### src/rtl/mpu_pkg.sv
// Shared definitions for the MPU6050 axis monitor: register map, sample width and FSM encoding.
package mpu_pkg;

    localparam int unsigned SAMPLE_W = 16;

    localparam logic [3:0] ACC_X_H = 4'd0;
    localparam logic [3:0] ACC_X_L = 4'd1;
    localparam logic [3:0] ACC_Y_H = 4'd2;
    localparam logic [3:0] ACC_Y_L = 4'd3;
    localparam logic [3:0] ACC_Z_H = 4'd4;
    localparam logic [3:0] ACC_Z_L = 4'd5;

    typedef enum logic [1:0] {
        StCollect,
        StCommit,
        StEval,
        StRescan
    } mon_state_e;

endpackage

### src/rtl/tic_gen.sv
// Free-running divider producing a one-cycle TIC every TIC_DIV clocks; paces the I2C blocks.
module tic_gen #(
    parameter int unsigned TIC_DIV = 160
) (
    input  logic MCLK,
    input  logic nRST,
    output logic TIC
);

    logic [7:0] cnt_q;
    logic [7:0] cnt_d;

    assign TIC   = (cnt_q == 8'(TIC_DIV - 1));
    assign cnt_d = TIC ? 8'd0 : cnt_q + 8'd1;

    always_ff @(posedge MCLK or negedge nRST) begin
        if (!nRST) begin
            cnt_q <= 8'd0;
        end else begin
            cnt_q <= cnt_d;
        end
    end

endmodule

### src/rtl/mpu_axis_monitor.sv
// Captures streamed MPU6050 register pairs, commits them per frame and derives sign,
// hysteretic tilt flags and a shake event before re-arming the sequencer.
module mpu_axis_monitor
    import mpu_pkg::*;
#(
    parameter int unsigned TIC_DIV   = 160,
    parameter int unsigned NUM_AXES  = 3,
    parameter int          THRESH    = 4000,
    parameter int          HYST      = 500,
    parameter int unsigned SHAKE_CNT = 4,
    parameter int unsigned SHAKE_WIN = 8
) (
    input  logic                         MCLK,
    input  logic                         nRST,
    output logic                         TIC,
    input  logic                         LOAD,
    input  logic [3:0]                   ADR,
    input  logic [7:0]                   DATA,
    input  logic                         COMPLETED,
    output logic                         RESCAN,
    output logic [SAMPLE_W*NUM_AXES-1:0] AXIS_DATA,
    output logic                         SAMPLE_VALID,
    output logic [NUM_AXES-1:0]          SIGN,
    output logic [NUM_AXES-1:0]          TILT_POS,
    output logic [NUM_AXES-1:0]          TILT_NEG,
    output logic                         SHAKE,
    output logic                         FRAME_ERR
);

    localparam int unsigned NUM_BYTES = 2 * NUM_AXES;
    localparam int unsigned AW        = SAMPLE_W * NUM_AXES;

    localparam logic signed [16:0] SET_P = 17'(THRESH);
    localparam logic signed [16:0] SET_N = -SET_P;
    localparam logic signed [16:0] CLR_P = 17'(THRESH - HYST);
    localparam logic signed [16:0] CLR_N = -CLR_P;

    logic tic;

    mon_state_e state_q, state_d;

    logic [NUM_BYTES-1:0][7:0] stage_q, stage_d, stage_wr;
    logic [NUM_BYTES-1:0]      mask_q, mask_d, mask_wr;
    logic [AW-1:0]             axis_q, axis_d, axis_wr;

    logic [NUM_AXES-1:0] sign_q, sign_d;
    logic [NUM_AXES-1:0] pos_q, pos_d, pos_eval;
    logic [NUM_AXES-1:0] neg_q, neg_d, neg_eval;

    logic       valid_q, valid_d;
    logic       shake_q, shake_d;
    logic       ferr_q, ferr_d;
    logic [7:0] frame_q, frame_d, frame_inc;
    logic [7:0] chg_q, chg_d, chg_inc;
    logic       tilt_changed;

    tic_gen #(
        .TIC_DIV(TIC_DIV)
    ) u_tic_gen (
        .MCLK(MCLK),
        .nRST(nRST),
        .TIC (tic)
    );

    // Staging view including a byte that lands on this very TIC, so a LOAD coinciding
    // with COMPLETED is counted before the mask is checked.
    always_comb begin
        stage_wr = stage_q;
        mask_wr  = mask_q;
        if (state_q == StCollect && tic && LOAD) begin
            for (int i = 0; i < NUM_BYTES; i++) begin
                if (ADR == 4'(i)) begin
                    stage_wr[i] = DATA;
                    mask_wr[i]  = 1'b1;
                end
            end
        end
        for (int i = 0; i < NUM_AXES; i++) begin
            axis_wr[i*SAMPLE_W +: SAMPLE_W] = {stage_wr[2*i], stage_wr[2*i+1]};
        end
    end

    for (genvar g = 0; g < NUM_AXES; g++) begin : g_axis
        logic signed [16:0] s;
        assign s = {axis_q[g*SAMPLE_W+SAMPLE_W-1], axis_q[g*SAMPLE_W +: SAMPLE_W]};
        assign pos_eval[g] = (s > SET_P) ? 1'b1 : (s < CLR_P) ? 1'b0 : pos_q[g];
        assign neg_eval[g] = (s < SET_N) ? 1'b1 : (s > CLR_N) ? 1'b0 : neg_q[g];
    end

    assign tilt_changed = |((pos_eval ^ pos_q) | (neg_eval ^ neg_q));
    assign frame_inc    = frame_q + 8'd1;
    assign chg_inc      = chg_q + {7'd0, tilt_changed};

    // Each stage's results are registered on entry: SAMPLE_VALID is high while in COMMIT,
    // the tilt flags and SHAKE are evaluated there and become visible during EVAL.
    always_comb begin
        state_d = state_q;
        stage_d = stage_q;
        mask_d  = mask_q;
        axis_d  = axis_q;
        sign_d  = sign_q;
        pos_d   = pos_q;
        neg_d   = neg_q;
        frame_d = frame_q;
        chg_d   = chg_q;
        valid_d = 1'b0;
        shake_d = 1'b0;
        ferr_d  = 1'b0;
        unique case (state_q)
            StCollect: begin
                stage_d = stage_wr;
                mask_d  = mask_wr;
                if (tic && COMPLETED) begin
                    mask_d = '0;
                    if (&mask_wr) begin
                        state_d = StCommit;
                        axis_d  = axis_wr;
                        valid_d = 1'b1;
                        for (int i = 0; i < NUM_AXES; i++) begin
                            sign_d[i] = axis_wr[i*SAMPLE_W+SAMPLE_W-1];
                        end
                    end else begin
                        state_d = StRescan;
                        ferr_d  = 1'b1;
                    end
                end
            end
            StCommit: begin
                pos_d   = pos_eval;
                neg_d   = neg_eval;
                state_d = StEval;
                if (chg_inc == 8'(SHAKE_CNT)) begin
                    shake_d = 1'b1;
                    frame_d = 8'd0;
                    chg_d   = 8'd0;
                end else if (frame_inc == 8'(SHAKE_WIN)) begin
                    frame_d = 8'd0;
                    chg_d   = 8'd0;
                end else begin
                    frame_d = frame_inc;
                    chg_d   = chg_inc;
                end
            end
            StEval: begin
                state_d = StRescan;
            end
            StRescan: begin
                if (tic) begin
                    state_d = StCollect;
                end
            end
            default: begin
                state_d = StCollect;
            end
        endcase
    end

    always_ff @(posedge MCLK or negedge nRST) begin
        if (!nRST) begin
            state_q <= StCollect;
            stage_q <= '0;
            mask_q  <= '0;
            axis_q  <= '0;
            sign_q  <= '0;
            pos_q   <= '0;
            neg_q   <= '0;
            frame_q <= 8'd0;
            chg_q   <= 8'd0;
            valid_q <= 1'b0;
            shake_q <= 1'b0;
            ferr_q  <= 1'b0;
        end else begin
            state_q <= state_d;
            stage_q <= stage_d;
            mask_q  <= mask_d;
            axis_q  <= axis_d;
            sign_q  <= sign_d;
            pos_q   <= pos_d;
            neg_q   <= neg_d;
            frame_q <= frame_d;
            chg_q   <= chg_d;
            valid_q <= valid_d;
            shake_q <= shake_d;
            ferr_q  <= ferr_d;
        end
    end

    assign TIC          = tic;
    assign RESCAN       = (state_q == StRescan);
    assign AXIS_DATA    = axis_q;
    assign SAMPLE_VALID = valid_q;
    assign SIGN         = sign_q;
    assign TILT_POS     = pos_q;
    assign TILT_NEG     = neg_q;
    assign SHAKE        = shake_q;
    assign FRAME_ERR    = ferr_q;

endmodule

### config.mk
export PLATFORM = sky130hd
export DESIGN_NAME = mpu_axis_monitor
export DESIGN_NICKNAME = d
export VERILOG_FILES = /design/src/rtl/mpu_pkg.sv /design/src/rtl/tic_gen.sv /design/src/rtl/mpu_axis_monitor.sv
export SDC_FILE = /design/constraint.sdc
export NUM_CORES = 1
export LEC_CHECK = 0
export ABC_AREA = 1
export CELL_PAD_IN_SITES_DETAIL_PLACEMENT = 2
export CELL_PAD_IN_SITES_GLOBAL_PLACEMENT = 2
export CORE_ASPECT_RATIO = 1.2
export CORE_MARGIN = 5
export CORE_UTILIZATION = 33
export DETAILED_ROUTE_END_ITERATION = 10
export GPL_TIMING_DRIVEN = 0
export PLACE_DENSITY = 0.84
export SETUP_SLACK_MARGIN = 0.05
export SLEW_MARGIN = 0
export SYNTH_ARGS = -nofsm -noshare
export SYNTH_HDL_FRONTEND = slang
export SYNTH_SLANG_ARGS = --single-unit
export TNS_END_PERCENT = 5
### constraint.sdc
create_clock -name MCLK -period 3.52 [get_ports MCLK]
set_clock_uncertainty 0.15 [all_clocks]
set_input_delay 0.352 -clock MCLK [delete_from_list [all_inputs] [get_ports MCLK]]
set_output_delay 0.352 -clock MCLK [all_outputs]
set_load 0.05 [all_outputs]
### Yosys cells after proc, flatten, opt, wreduce, memory -nomap -nowiden

Cells that the tools add are included.

* bitwise operators: 3
* order comparisons: 12
* eq/ne operators: 13
* reduce and logical (&&, ||, !) cells: 9
* $add $sub $neg: 3
* multiplexer cells: 44

Operators with widths (number)
* $gt 16x13->1 const B: 6
* $lt 16x13->1 const B: 6
* $mux 8: 11
* $mux 48: 1
* $mux 1: 26
* $add 8x1->8 const B: 2
* $mux 6: 2
* $add 8x1->8: 1
* $eq 4x2->1 const B: 2
* $eq 4x3->1 const B: 2
* $eq 8x3->1 const B: 1
* $eq 8x4->1 const B: 1
* $eq 8x8->1 const B: 1
* $pmux 2 s4: 1
* $reduce_and 8->1: 1
* $mux 2: 3
* $reduce_and 6->1: 1
* $xor 3x3->3: 2
* $eq 2x2->1 const B: 2
* $eq 4x1->1 const B: 1
* $logic_not 4->1: 1
* $ne 2x1->1 const B: 2
* $logic_and 1x1->1: 3
* $or 3x3->3: 1
* other kinds (4): 4

* register bits: 140
* output and inout bits: 62

### Logic depth before layout (Yosys ltp)

Gate-level depths: netlist of the first run.

* depth after elaboration: 10
* gate-level depth with buffers: 24
* gate-level depth less buffers: 24

### Hierarchy

From an unflattened synthesis of the first run, not the netlist that was laid out.

* cell total of the unflattened synthesis: 794
* area, all modules: 6417.4 um2

By module, submodules not included
* mpu_axis_monitor: cells each 750, area an instance 6040.8 um2, times used 1
* tic_gen: cells each 44, area an instance 376.6 um2, times used 1

### Worst setup path after synthesis of the first run

Ideal clock, no wire load.

* path kind: reg2reg
* start: register axis_q[27], in the netlist AXIS_DATA[27]
* end: register chg_q[6]
* setup slack: 0.357 ns
* stages on the path, launching flop included: 19
* clock period less this slack: 3.163 ns
* setup time: 0.127 ns
* data arrival time: 2.886 ns
* path buffers: 0
* cells stage by stage: dfrtp_1 or2_2 o21ai_0 nand2_1 or2_2 nand2_1 nor2_1 nand3_1 ha_1 ha_1 nand3_1 nor2_1 nand2_1 xor2_1 nand2_1 nor2_1 nand2_1 nand3_1 o21ai_1

* longest elaborated chain between the ends: 9
* elaborated cells between the ends (all ways): 16

Ends and longest elaborated chain
* from (decl): line mpu_axis_monitor.sv:44 `logic [AW-1:0] axis_q, axis_d, axis_wr;`
* from (signal assigned): line mpu_axis_monitor.sv:176 `axis_q <= axis_d;`
* $lt 16x13->1 or $gt 16x13->1 (tied branches): line mpu_axis_monitor.sv:86, mpu_axis_monitor.sv:87
* $mux 1 (on tied branches) (2 in series): line mpu_axis_monitor.sv:86, mpu_axis_monitor.sv:87
* $xor 3x3->3: line mpu_axis_monitor.sv:90 `assign tilt_changed = |((pos_eval ^ pos_q) | (neg_eval ^ neg_q));`
* $or 3x3->3 (*): line mpu_axis_monitor.sv:90
* $reduce_or 3->1 (*): line mpu_axis_monitor.sv:90
* $add 8x1->8 (*): line mpu_axis_monitor.sv:92 `assign chg_inc = chg_q + {7'd0, tilt_changed};`
* $eq 8x3->1 or $mux 8 (tied branches): line mpu_axis_monitor.sv:132, mpu_axis_monitor.sv:136
* $mux 8 (*): line mpu_axis_monitor.sv:132 `if (chg_inc == 8'(SHAKE_CNT)) begin`
* to (signal assigned): line mpu_axis_monitor.sv:181 `chg_q <= chg_d;`
* to (decl): line mpu_axis_monitor.sv:54 `logic [7:0] chg_q, chg_d, chg_inc;`

Mark *: on every way between the ends. The rest lies on a longest branch, timed or not.
A chain may end at the register's enable or synchronous reset.

### Worst setup path in the final report of the first run

* start: register axis_q[37], in the netlist AXIS_DATA[37]
* end: register frame_q[7]

* longest elaborated chain between the ends: 9
* elaborated cells between the ends (all ways): 15

Ends and longest elaborated chain
* $lt 16x13->1 or $gt 16x13->1 (tied branches): line mpu_axis_monitor.sv:86, mpu_axis_monitor.sv:87
* $mux 1 (on tied branches) (2 in series): line mpu_axis_monitor.sv:86, mpu_axis_monitor.sv:87
* $xor 3x3->3: line mpu_axis_monitor.sv:90
* $or 3x3->3 (*): line mpu_axis_monitor.sv:90
* $reduce_or 3->1 (*): line mpu_axis_monitor.sv:90
* $add 8x1->8 (*): line mpu_axis_monitor.sv:92
* $eq 8x3->1 (*): line mpu_axis_monitor.sv:132
* $mux 8 (*): line mpu_axis_monitor.sv:132
* to (signal assigned): line mpu_axis_monitor.sv:180 `frame_q <= frame_d;`
* to (decl): line mpu_axis_monitor.sv:53 `logic [7:0] frame_q, frame_d, frame_inc;`

Marks and branches as above.

==> results of run 1 <==
-- routing by layer --
layer  track usage [%]  up-vias
met5                 0        -
met4              6.05        0
met3              2.66       33
met2              39.4       84
met1              24.3     3097
li1                  -     2846
-- what timing repair did --
item | 4_1_cts | 5_1_grt
pin swaps | 0 | 2
setup endpoints to repair | 12 | 12
setup buffers | 0 | 10
resized for setup | 6 | 31
hold buffers | 1 | 0
hold endpoints to repair | 64 | 0
-- metrics by stage --
stage,total power [µW],hold WS [ns]
floorplan,1610,-0.0936
global placement,1670,0.308
detailed placement,1680,0.241
CTS,3580,0.335
global route,3670,0.352
finish,3570,0.328
-- cell families after synthesis --
logic type	Yosys count	synth area share [%]
compound gates	91	7.07
buf+inv	107	6.97
fa+ha+maj	8	1.52
xor+xnor	14	1.87
flops	137	52.2
simple gates	465	30.4
-- state kept, by name (all words and copies together), names as in the netlist --
| register | cells |
|---|---|
| FRAME_ERR | 1 |
| AXIS_DATA | 48 |
| frame_q | 8 |
| TILT_POS | 3 |
| SHAKE | 1 |
| chg_q | 8 |
| TILT_NEG | 3 |
| stage_q | 48 |
| mask_q | 6 |
| u_tic_gen.cnt_q | 8 |
| state_q | 2 |
| SAMPLE_VALID | 1 |
-- cell type report --
cell class                 count  area (µm²)  area share [%]
inverter                      77         289            3.40
clock buffer                  19         453            5.33
tap                          261         327            3.84
buffer                        30         169            1.99
multi-input combinational    578        2770            32.6
timing repair buffer          89         885            10.4
sequential                   137        3440            40.5
clock inverter                13         168            1.97
-- power by group --
group / leakage [µW] / switching, µW / internal [µW] / total [µW]
clock network: 0.000288 / 762 / 1160 / 1920
registers: 0.00183 / 0 / 1570 / 1570
logic: 0.00202 / 52.9 / 20.2 / 73.1
total: 0.00414 / 814 / 2750 / 3570
-- cell usage in the layout (no fill, tap or decap), types with 7 or more instances in the layout --
cell type                         instances
sky130_fd_sc_hd__nand2_1                281
sky130_fd_sc_hd__clkbuf_16               17
sky130_fd_sc_hd__o21ai_1                 18
sky130_fd_sc_hd__nand3_1                 88
sky130_fd_sc_hd__xor2_1                  11
sky130_fd_sc_hd__nor3_1                   8
sky130_fd_sc_hd__dfrtp_1                124
sky130_fd_sc_hd__inv_1                   74
sky130_fd_sc_hd__buf_4                   17
sky130_fd_sc_hd__o21ai_0                 60
sky130_fd_sc_hd__nor2_1                  51
sky130_fd_sc_hd__dfrtp_2                 13
sky130_fd_sc_hd__clkdlybuf4s50_1         76
sky130_fd_sc_hd__clkbuf_1                14
sky130_fd_sc_hd__nand4_1                  7
-- worst max-delay path: cells and delay by family, from the launching register on --
kind	cells	cell delay (ns)
AO/OA/AOI/OAI	3	0.51
adder cells (fa/ha/maj)	2	0.38
flip-flops	1	0.47
AND/OR/NAND/NOR	9	1.25
XOR/XNOR	1	0.20
buffers and inverters	2	0.23
-- worst max-delay path by stage --
stage / endpoint / slack [ns] / cells after the start
2_1_floorplan: chg_q[6] / 0.36 / 18
3_3_place_gp: frame_q[6] / -3.87 / 1
3_5_place_dp: frame_q[0] / -0.12 / 19
4_1_cts: chg_q[6] / 0.06 / 17
5_1_grt: chg_q[6] / -0.05 / 19
6_report: frame_q[7] / 0.21 / 17
==> run_summary.xml, run 1 <==
<?xml version="1.0" encoding="UTF-8"?>
<metrics>
  <group name="route">
    <metric name="drtAntennaViolNets" unit="">0</metric>
    <metric name="via_total_after_detailed_routing" unit="">6060</metric>
    <metric name="routed_wl" unit="mm">24.1</metric>
    <metric name="maxUsedRoutingLayer" unit="">met4</metric>
    <metric name="drt_pass1_iterations" unit="">4</metric>
    <metric name="met2_wirelength" unit="mm">13.2</metric>
    <metric name="detail_route.iter0.violations" unit="">299</metric>
    <metric name="detail_route.wl_per_cell" unit="µm">20.0</metric>
    <metric name="wl_met3" unit="µm">579</metric>
    <metric name="drcViolationCount" unit="">0</metric>
    <metric name="route.detailed.vias_per_inst" unit="">5.03</metric>
    <metric name="routedLengthMet1" unit="mm">9.84</metric>
  </group>
  <group name="worst_setup_path">
    <metric name="critPathRequiredTime" unit="ns">3.65</metric>
    <metric name="crit_path_max_incr_delay" unit="ns">0.47</metric>
    <metric name="cp.arrival" unit="ns">3.44</metric>
    <metric name="critical_path.reg2reg.startpoint" unit="">AXIS_DATA[37]</metric>
    <metric name="crit_chain" unit="">inv_1, o21ai_0, o21ai_1, nand2_2, or2_2, nand2_1, nor2_1, nand3_1, ha_2, ha_2, nand3_2, xor2_1, inv_1, nor3_2, nand2_2, nand3_1, o21ai_0</metric>
    <metric name="critPathCaptureType" unit="">register</metric>
    <metric name="ff2ff_path_depth" unit="">17</metric>
    <metric name="timing.critical_path.from" unit="">AXIS_DATA[37]</metric>
    <metric name="timing.critical_path.slowest_stage_cell" unit="">sky130_fd_sc_hd__dfrtp_1</metric>
    <metric name="timing_worst_setup_path_type" unit="">reg -&gt; reg</metric>
    <metric name="critical_path.max_fanout" unit="">6</metric>
    <metric name="crit_path_start_kind" unit="">register</metric>
    <metric name="worst_r2r_setup_slack" unit="ns">0.21</metric>
    <metric name="rr_endpoint" unit="">frame_q[7]</metric>
  </group>
  <group name="global_routing">
    <metric name="grt_start_max_net_pins" unit="">74</metric>
    <metric name="grt_first_pass_wirelength" unit="mm">37.4</metric>
    <metric name="first_global_vias" unit="">6842</metric>
    <metric name="antenna_found_initial" unit="">0</metric>
    <metric name="grt-ovfl-total" unit="">0</metric>
    <metric name="track_usage" unit="%">20.7</metric>
  </group>
  <group name="cells_and_area">
    <metric name="finish.utilization" unit="%">43.5</metric>
    <metric name="final_cell_count_no_fill" unit="">1204</metric>
    <metric name="insertedDiodeCount" unit="">0</metric>
    <metric name="nets" unit="">954</metric>
    <metric name="share_of_cells_above_drive_strength_1" unit="%">11.5</metric>
    <metric name="fillers" unit="">2216</metric>
    <metric name="synthToLayoutAreaGrowth" unit="%">29.4</metric>
    <metric name="final_area" unit="mm²">0.00850</metric>
  </group>
  <group name="synth">
    <metric name="ys_top_cells_by_count" unit="">sky130_fd_sc_hd__nand2_1 (283), sky130_fd_sc_hd__dfrtp_1 (137), sky130_fd_sc_hd__nand3_1 (90), sky130_fd_sc_hd__inv_1 (75), sky130_fd_sc_hd__o21ai_0 (62)</metric>
    <metric name="syn_nets" unit="">846</metric>
    <metric name="synth.area.top_cells" unit="">sky130_fd_sc_hd__dfrtp_1 (52%), sky130_fd_sc_hd__nand2_1 (16%), sky130_fd_sc_hd__nand3_1 (6.9%)</metric>
    <metric name="synthesis.yosys.warnings" unit="">0</metric>
    <metric name="synth.yosys.seq_area_share" unit="%">52.2</metric>
    <metric name="ys_async_sr_fraction" unit="%">100</metric>
    <metric name="count_of_distinct_cell_types_in_the_synthesized_netlist" unit="">30</metric>
    <metric name="post_synth_inst_count" unit="">822</metric>
    <metric name="synth_enable_flop_cells" unit="">0</metric>
    <metric name="post_synth_instance_area" unit="mm²">0.00657</metric>
    <metric name="synth_top_area_cell" unit="">sky130_fd_sc_hd__dfrtp_1</metric>
    <metric name="ys_seq_elements" unit="">137</metric>
    <metric name="synth_area_per_cell" unit="µm²">7.99</metric>
    <metric name="yosys_most_used_dff" unit="">sky130_fd_sc_hd__dfrtp_1</metric>
    <metric name="synth.most_common_cell" unit="">sky130_fd_sc_hd__nand2_1</metric>
    <metric name="yosysTopAreaCellShare" unit="%">52.2</metric>
  </group>
  <group name="placed_design">
    <metric name="post_dp_cell_area" unit="mm²">0.00769</metric>
    <metric name="place_congestion" unit="">0.761</metric>
    <metric name="post-place-ws" unit="ns">-0.119</metric>
    <metric name="post-place-cells" unit="">1161</metric>
    <metric name="post-dp-hpwl" unit="mm">15.6</metric>
    <metric name="port_buffers" unit="">77</metric>
  </group>
  <group name="floorplan">
    <metric name="floorplan.die.height" unit="µm">165</metric>
    <metric name="design.portCount" unit="">78</metric>
    <metric name="floorplan.initialDensity" unit="%">33.6</metric>
    <metric name="core-area" unit="mm²">0.0195</metric>
    <metric name="die-area" unit="mm²">0.0228</metric>
    <metric name="fp-row-count" unit="">56</metric>
    <metric name="die_x" unit="µm">139</metric>
  </group>
  <group name="worst_hold_path">
    <metric name="timing.hold.worst.class" unit="">reg -&gt; reg</metric>
    <metric name="worst_hold_startpoint" unit="">u_tic_gen.cnt_q[0]</metric>
    <metric name="min_delay_worst_endpoint" unit="">u_tic_gen.cnt_q[0]</metric>
    <metric name="hold-path-cell-count" unit="">1</metric>
  </group>
  <group name="clocking">
    <metric name="cts_buffer_depth" unit="">2</metric>
    <metric name="clock_pin_slew_on_the_worst_setup_and_hold_paths" unit="ns">0.07</metric>
    <metric name="numCtsBuffers" unit="">17</metric>
    <metric name="cts-htree-levels" unit="">4</metric>
    <metric name="clock_tree_from_tritoncts" unit="">built</metric>
    <metric name="clock_latency" unit="ns">0.44</metric>
    <metric name="clock-sinks" unit="">137</metric>
    <metric name="cts_root_buffer" unit="">sky130_fd_sc_hd__clkbuf_16</metric>
  </group>
  <group name="sta">
    <metric name="layout_worst_path_cycle_share" unit="%">94.1</metric>
    <metric name="timing_max_transition_violations_final" unit="">0</metric>
    <metric name="fmax" unit="MHz">302</metric>
    <metric name="finalHoldViolCount" unit="">0</metric>
    <metric name="timing.final.setup_violations" unit="">0</metric>
    <metric name="worst_slew_margin_relative_to_its_limit" unit="%">54.9</metric>
    <metric name="finalSetupTns" unit="ns">0</metric>
    <metric name="period_needed" unit="ns">3.31</metric>
    <metric name="timing_worst_slew_pin_value" unit="ns">0.676</metric>
    <metric name="final_worst_setup_slack" unit="ns">0.209</metric>
  </group>
  <group name="pwr">
    <metric name="power_density" unit="mW/mm²">419</metric>
    <metric name="leakage" unit="µW">0.00414</metric>
    <metric name="worst_vdd_drop" unit="V">0.000316</metric>
  </group>
  <group name="outcome">
    <metric name="outcome" unit="">completed</metric>
  </group>
  <group name="flow_run">
    <metric name="cap_viol_max_count" unit="">0</metric>
  </group>
</metrics>
Power figures use the tool's default switching activity.
==> run 2: changes to the inputs <==
SYNTH_HIERARCHICAL = 1   (was default)
==> run 2 against run 1 <==
Critical path depth increased by 3. Total power increased by 12%. Final area decreased by 0.60%. Flip-flop and latch count unchanged. Sequential power about the same. Largest power group unchanged. Register-to-register slack about the same. Clock-buffer cell count increased by 1. Maximum frequency about the same. Die area decreased by 2.2%.
==> run_summary.xml, run 2 <==
<?xml version="1.0" encoding="UTF-8"?>
<metrics>
  <group name="route">
    <metric name="drcViolationCount" unit="">0</metric>
    <metric name="drtAntennaViolNets" unit="">0</metric>
    <metric name="detail_route.wl_per_cell" unit="µm">20.3</metric>
    <metric name="routed_wl" unit="mm">23.8</metric>
    <metric name="via_total_after_detailed_routing" unit="">5909</metric>
    <metric name="drt_pass1_iterations" unit="">4</metric>
    <metric name="detail_route.iter0.violations" unit="">322</metric>
    <metric name="route.detailed.vias_per_inst" unit="">5.03</metric>
  </group>
  <group name="global_routing">
    <metric name="track_usage" unit="%">21.8</metric>
    <metric name="grt_start_max_net_pins" unit="">79</metric>
    <metric name="grt_first_pass_wirelength" unit="mm">37.0</metric>
    <metric name="grt-ovfl-total" unit="">0</metric>
    <metric name="antenna_found_initial" unit="">0</metric>
    <metric name="first_global_vias" unit="">6636</metric>
  </group>
  <group name="worst_setup_path">
    <metric name="critPathRequiredTime" unit="ns">3.71</metric>
    <metric name="crit_path_start_kind" unit="">register</metric>
    <metric name="critical_path.max_fanout" unit="">7</metric>
    <metric name="critPathCaptureType" unit="">register</metric>
    <metric name="timing_worst_setup_path_type" unit="">reg -&gt; reg</metric>
    <metric name="cp.arrival" unit="ns">3.50</metric>
  </group>
  <group name="floorplan">
    <metric name="design.portCount" unit="">78</metric>
    <metric name="floorplan.initialDensity" unit="%">33.2</metric>
    <metric name="die_x" unit="µm">137</metric>
    <metric name="core-area" unit="mm²">0.0193</metric>
    <metric name="die-area" unit="mm²">0.0223</metric>
    <metric name="floorplan.die.height" unit="µm">163</metric>
    <metric name="fp-row-count" unit="">56</metric>
  </group>
  <group name="clocking">
    <metric name="cts_buffer_depth" unit="">2</metric>
    <metric name="clock_pin_slew_on_the_worst_setup_and_hold_paths" unit="ns">0.06</metric>
    <metric name="cts-htree-levels" unit="">4</metric>
    <metric name="numCtsBuffers" unit="">17</metric>
    <metric name="cts_root_buffer" unit="">sky130_fd_sc_hd__clkbuf_16</metric>
    <metric name="clock_tree_from_tritoncts" unit="">built</metric>
    <metric name="clock_latency" unit="ns">0.44</metric>
    <metric name="clock-sinks" unit="">137</metric>
  </group>
  <group name="synth">
    <metric name="synthesis.yosys.warnings" unit="">6</metric>
    <metric name="synth_area_per_cell" unit="µm²">8.08</metric>
    <metric name="ys_seq_elements" unit="">137</metric>
    <metric name="yosysTopAreaCellShare" unit="%">53.4</metric>
    <metric name="ys_async_sr_fraction" unit="%">100</metric>
    <metric name="synth_top_area_cell" unit="">sky130_fd_sc_hd__dfrtp_1</metric>
    <metric name="yosys_most_used_dff" unit="">sky130_fd_sc_hd__dfrtp_1</metric>
    <metric name="post_synth_inst_count" unit="">794</metric>
    <metric name="synth.area.top_cells" unit="">sky130_fd_sc_hd__dfrtp_1 (53%), sky130_fd_sc_hd__nand2_1 (16%), sky130_fd_sc_hd__o21ai_0 (5.5%)</metric>
    <metric name="synth.yosys.seq_area_share" unit="%">53.4</metric>
    <metric name="syn_nets" unit="">818</metric>
    <metric name="post_synth_instance_area" unit="mm²">0.00642</metric>
    <metric name="ys_top_cells_by_count" unit="">sky130_fd_sc_hd__nand2_1 (282), sky130_fd_sc_hd__dfrtp_1 (137), sky130_fd_sc_hd__inv_1 (79), sky130_fd_sc_hd__o21ai_0 (71), sky130_fd_sc_hd__nor2_1 (67)</metric>
    <metric name="synth.most_common_cell" unit="">sky130_fd_sc_hd__nand2_1</metric>
    <metric name="synth_enable_flop_cells" unit="">0</metric>
    <metric name="count_of_distinct_cell_types_in_the_synthesized_netlist" unit="">30</metric>
  </group>
  <group name="sta">
    <metric name="worst_slew_margin_relative_to_its_limit" unit="%">59.3</metric>
    <metric name="period_needed" unit="ns">3.31</metric>
    <metric name="timing_worst_slew_pin_value" unit="ns">0.611</metric>
    <metric name="timing_max_transition_violations_final" unit="">0</metric>
    <metric name="holdWs" unit="ns">0.312</metric>
    <metric name="fmax" unit="MHz">302</metric>
    <metric name="timing.final.setup_violations" unit="">0</metric>
    <metric name="finalSetupTns" unit="ns">0</metric>
    <metric name="finalHoldViolCount" unit="">0</metric>
    <metric name="layout_worst_path_cycle_share" unit="%">94.1</metric>
  </group>
  <group name="cells_and_area">
    <metric name="nets" unit="">925</metric>
    <metric name="area_of_the_multi_input_gates" unit="mm²">0.00259</metric>
    <metric name="most_common_cell_after_layout_fill_and_taps_aside" unit="">sky130_fd_sc_hd__nand2_1</metric>
    <metric name="share_of_cells_above_drive_strength_1" unit="%">11.8</metric>
    <metric name="insertedDiodeCount" unit="">0</metric>
    <metric name="final_cell_mix" unit="">sky130_fd_sc_hd__nand2_1 (280), sky130_fd_sc_hd__dfrtp_1 (128), sky130_fd_sc_hd__inv_1 (77)</metric>
    <metric name="fillers" unit="">2200</metric>
    <metric name="finish.utilization" unit="%">43.7</metric>
    <metric name="synthToLayoutAreaGrowth" unit="%">31.7</metric>
    <metric name="ff_latch_area" unit="mm²">0.00344</metric>
  </group>
  <group name="worst_hold_path">
    <metric name="timing.hold.worst.class" unit="">in -&gt; async</metric>
  </group>
  <group name="placed_design">
    <metric name="post-dp-hpwl" unit="mm">15.3</metric>
    <metric name="port_buffers" unit="">77</metric>
    <metric name="place_congestion" unit="">0.788</metric>
  </group>
  <group name="pwr">
    <metric name="power_density" unit="mW/mm²">471</metric>
    <metric name="leakage" unit="µW">0.00402</metric>
    <metric name="worst_vdd_drop" unit="V">0.000388</metric>
  </group>
  <group name="outcome">
    <metric name="outcome" unit="">completed</metric>
  </group>
  <group name="flow_run">
    <metric name="cap_viol_max_count" unit="">0</metric>
  </group>
</metrics>
-- run 2: cell count changes after synthesis, moves of 4 or more --
cell | before | now
sky130_fd_sc_hd__inv_1 | 75 | 79
sky130_fd_sc_hd__o21ai_0 | 62 | 71
sky130_fd_sc_hd__nor2_1 | 56 | 67
sky130_fd_sc_hd__nand3_1 | 90 | 39
sky130_fd_sc_hd__nand4_2 | 6 | 0
sky130_fd_sc_hd__o21ai_2 | 0 | 10
-- run 2: kinds of logic after synthesis --
kind of cell	Yosys count	synth area share, %
flip-flops	137	53.4
XOR/XNOR	12	1.64
buffers and inverters	106	7.10
adder cells (fa/ha/maj)	8	1.56
AND/OR/NAND/NOR	418	26.7
AO/OA/AOI/OAI	113	9.61
-- run 2: power by group --
group | switching (µW) | internal, µW | total [µW]
logic | 54.4 | 20.2 | 74.7
registers | 0 | 1570 | 1570
clock network | 730 | 1600 | 2330
total | 784 | 3190 | 3980
-- run 2: layout make-up --
| class | count | share of cell area (%) |
|---|---|---|
| Buffer | 24 | 1.73 |
| Clock buffer | 20 | 5.52 |
| Clock inverter | 12 | 3.43 |
| Inverter | 82 | 3.66 |
| Multi-Input combinational cell | 551 | 30.7 |
| Sequential cell | 137 | 40.7 |
| Tap cell | 261 | 3.86 |
| Timing Repair Buffer | 88 | 10.4 |
-- run 2: worst paths after layout --
kind                                    start            end  slack, ns  depth (start not counted)
min in group MCLK                 stage_q[36]    stage_q[36]       0.35                          2
worst min-delay path                     nRST  AXIS_DATA[13]       0.31                          2
worst min register to register    stage_q[36]    stage_q[36]       0.35                          2
worst max-delay path            AXIS_DATA[23]       chg_q[2]       0.21                         20
worst max register to register  AXIS_DATA[23]       chg_q[2]       0.21                         20
max in group asynchronous                nRST  AXIS_DATA[33]       2.09                          3
-- run 2: stage by stage --
stage | setup WS, ns | instances | power, µW | cell area [µm²]
after global routing | -0.0419 | 1175 | 4090 | 8450
after global placement | -3.95 | 1132 | 1680 | 7510
final | 0.208 | 1175 | 3980 | 8450
after floorplan | 0.411 | 794 | 1610 | 6420
after CTS | 0.0687 | 1167 | 4000 | 8340
after detailed placement | -0.228 | 1133 | 1680 | 7540
-- run 2: per-layer routing --
| layer | routed length (µm) | share of wire (%) | vias to the layer above | GRT usage [%] |
|---|---|---|---|---|
| met2 | 12800 | 54 | 96 | 39.5 |
| met3 | 779 | 3.3 | 27 | 4.30 |
| met5 | 0 | 0 | - | 0 |
| met1 | 9750 | 41 | 3064 | 25.7 |
| li1 | - | - | 2722 | - |
| met4 | 464 | 1.9 | 0 | 6.67 |
-- run 2: repair_timing --
action	4_1_cts	5_1_grt
setup endpoints to repair	13	13
gates resized for setup	10	24
pin swaps	0	4
buffers inserted	1	8
hold endpoints to repair	59	0
hold buffers	1	0
-- run 2: worst max-delay path, stage by stage (launching register included) --
cell	delay, ns
sky130_fd_sc_hd__dfrtp_2	0.46
sky130_fd_sc_hd__nand2_1	0.12
sky130_fd_sc_hd__nor2_2	0.14
sky130_fd_sc_hd__o21ai_1	0.10
sky130_fd_sc_hd__nand2_1	0.11
sky130_fd_sc_hd__nand3_1	0.09
sky130_fd_sc_hd__nand2_1	0.11
sky130_fd_sc_hd__nand2_2	0.08
sky130_fd_sc_hd__nand2_1	0.07
sky130_fd_sc_hd__nand2_1	0.08
sky130_fd_sc_hd__nor2_1	0.12
sky130_fd_sc_hd__nand3_1	0.09
sky130_fd_sc_hd__ha_2	0.19
sky130_fd_sc_hd__ha_2	0.19
sky130_fd_sc_hd__xnor2_1	0.27
sky130_fd_sc_hd__inv_1	0.09
sky130_fd_sc_hd__nand3_1	0.11
sky130_fd_sc_hd__nor2_1	0.05
sky130_fd_sc_hd__nand4_1	0.17
sky130_fd_sc_hd__nand3_2	0.19
sky130_fd_sc_hd__o21ai_0	0.23
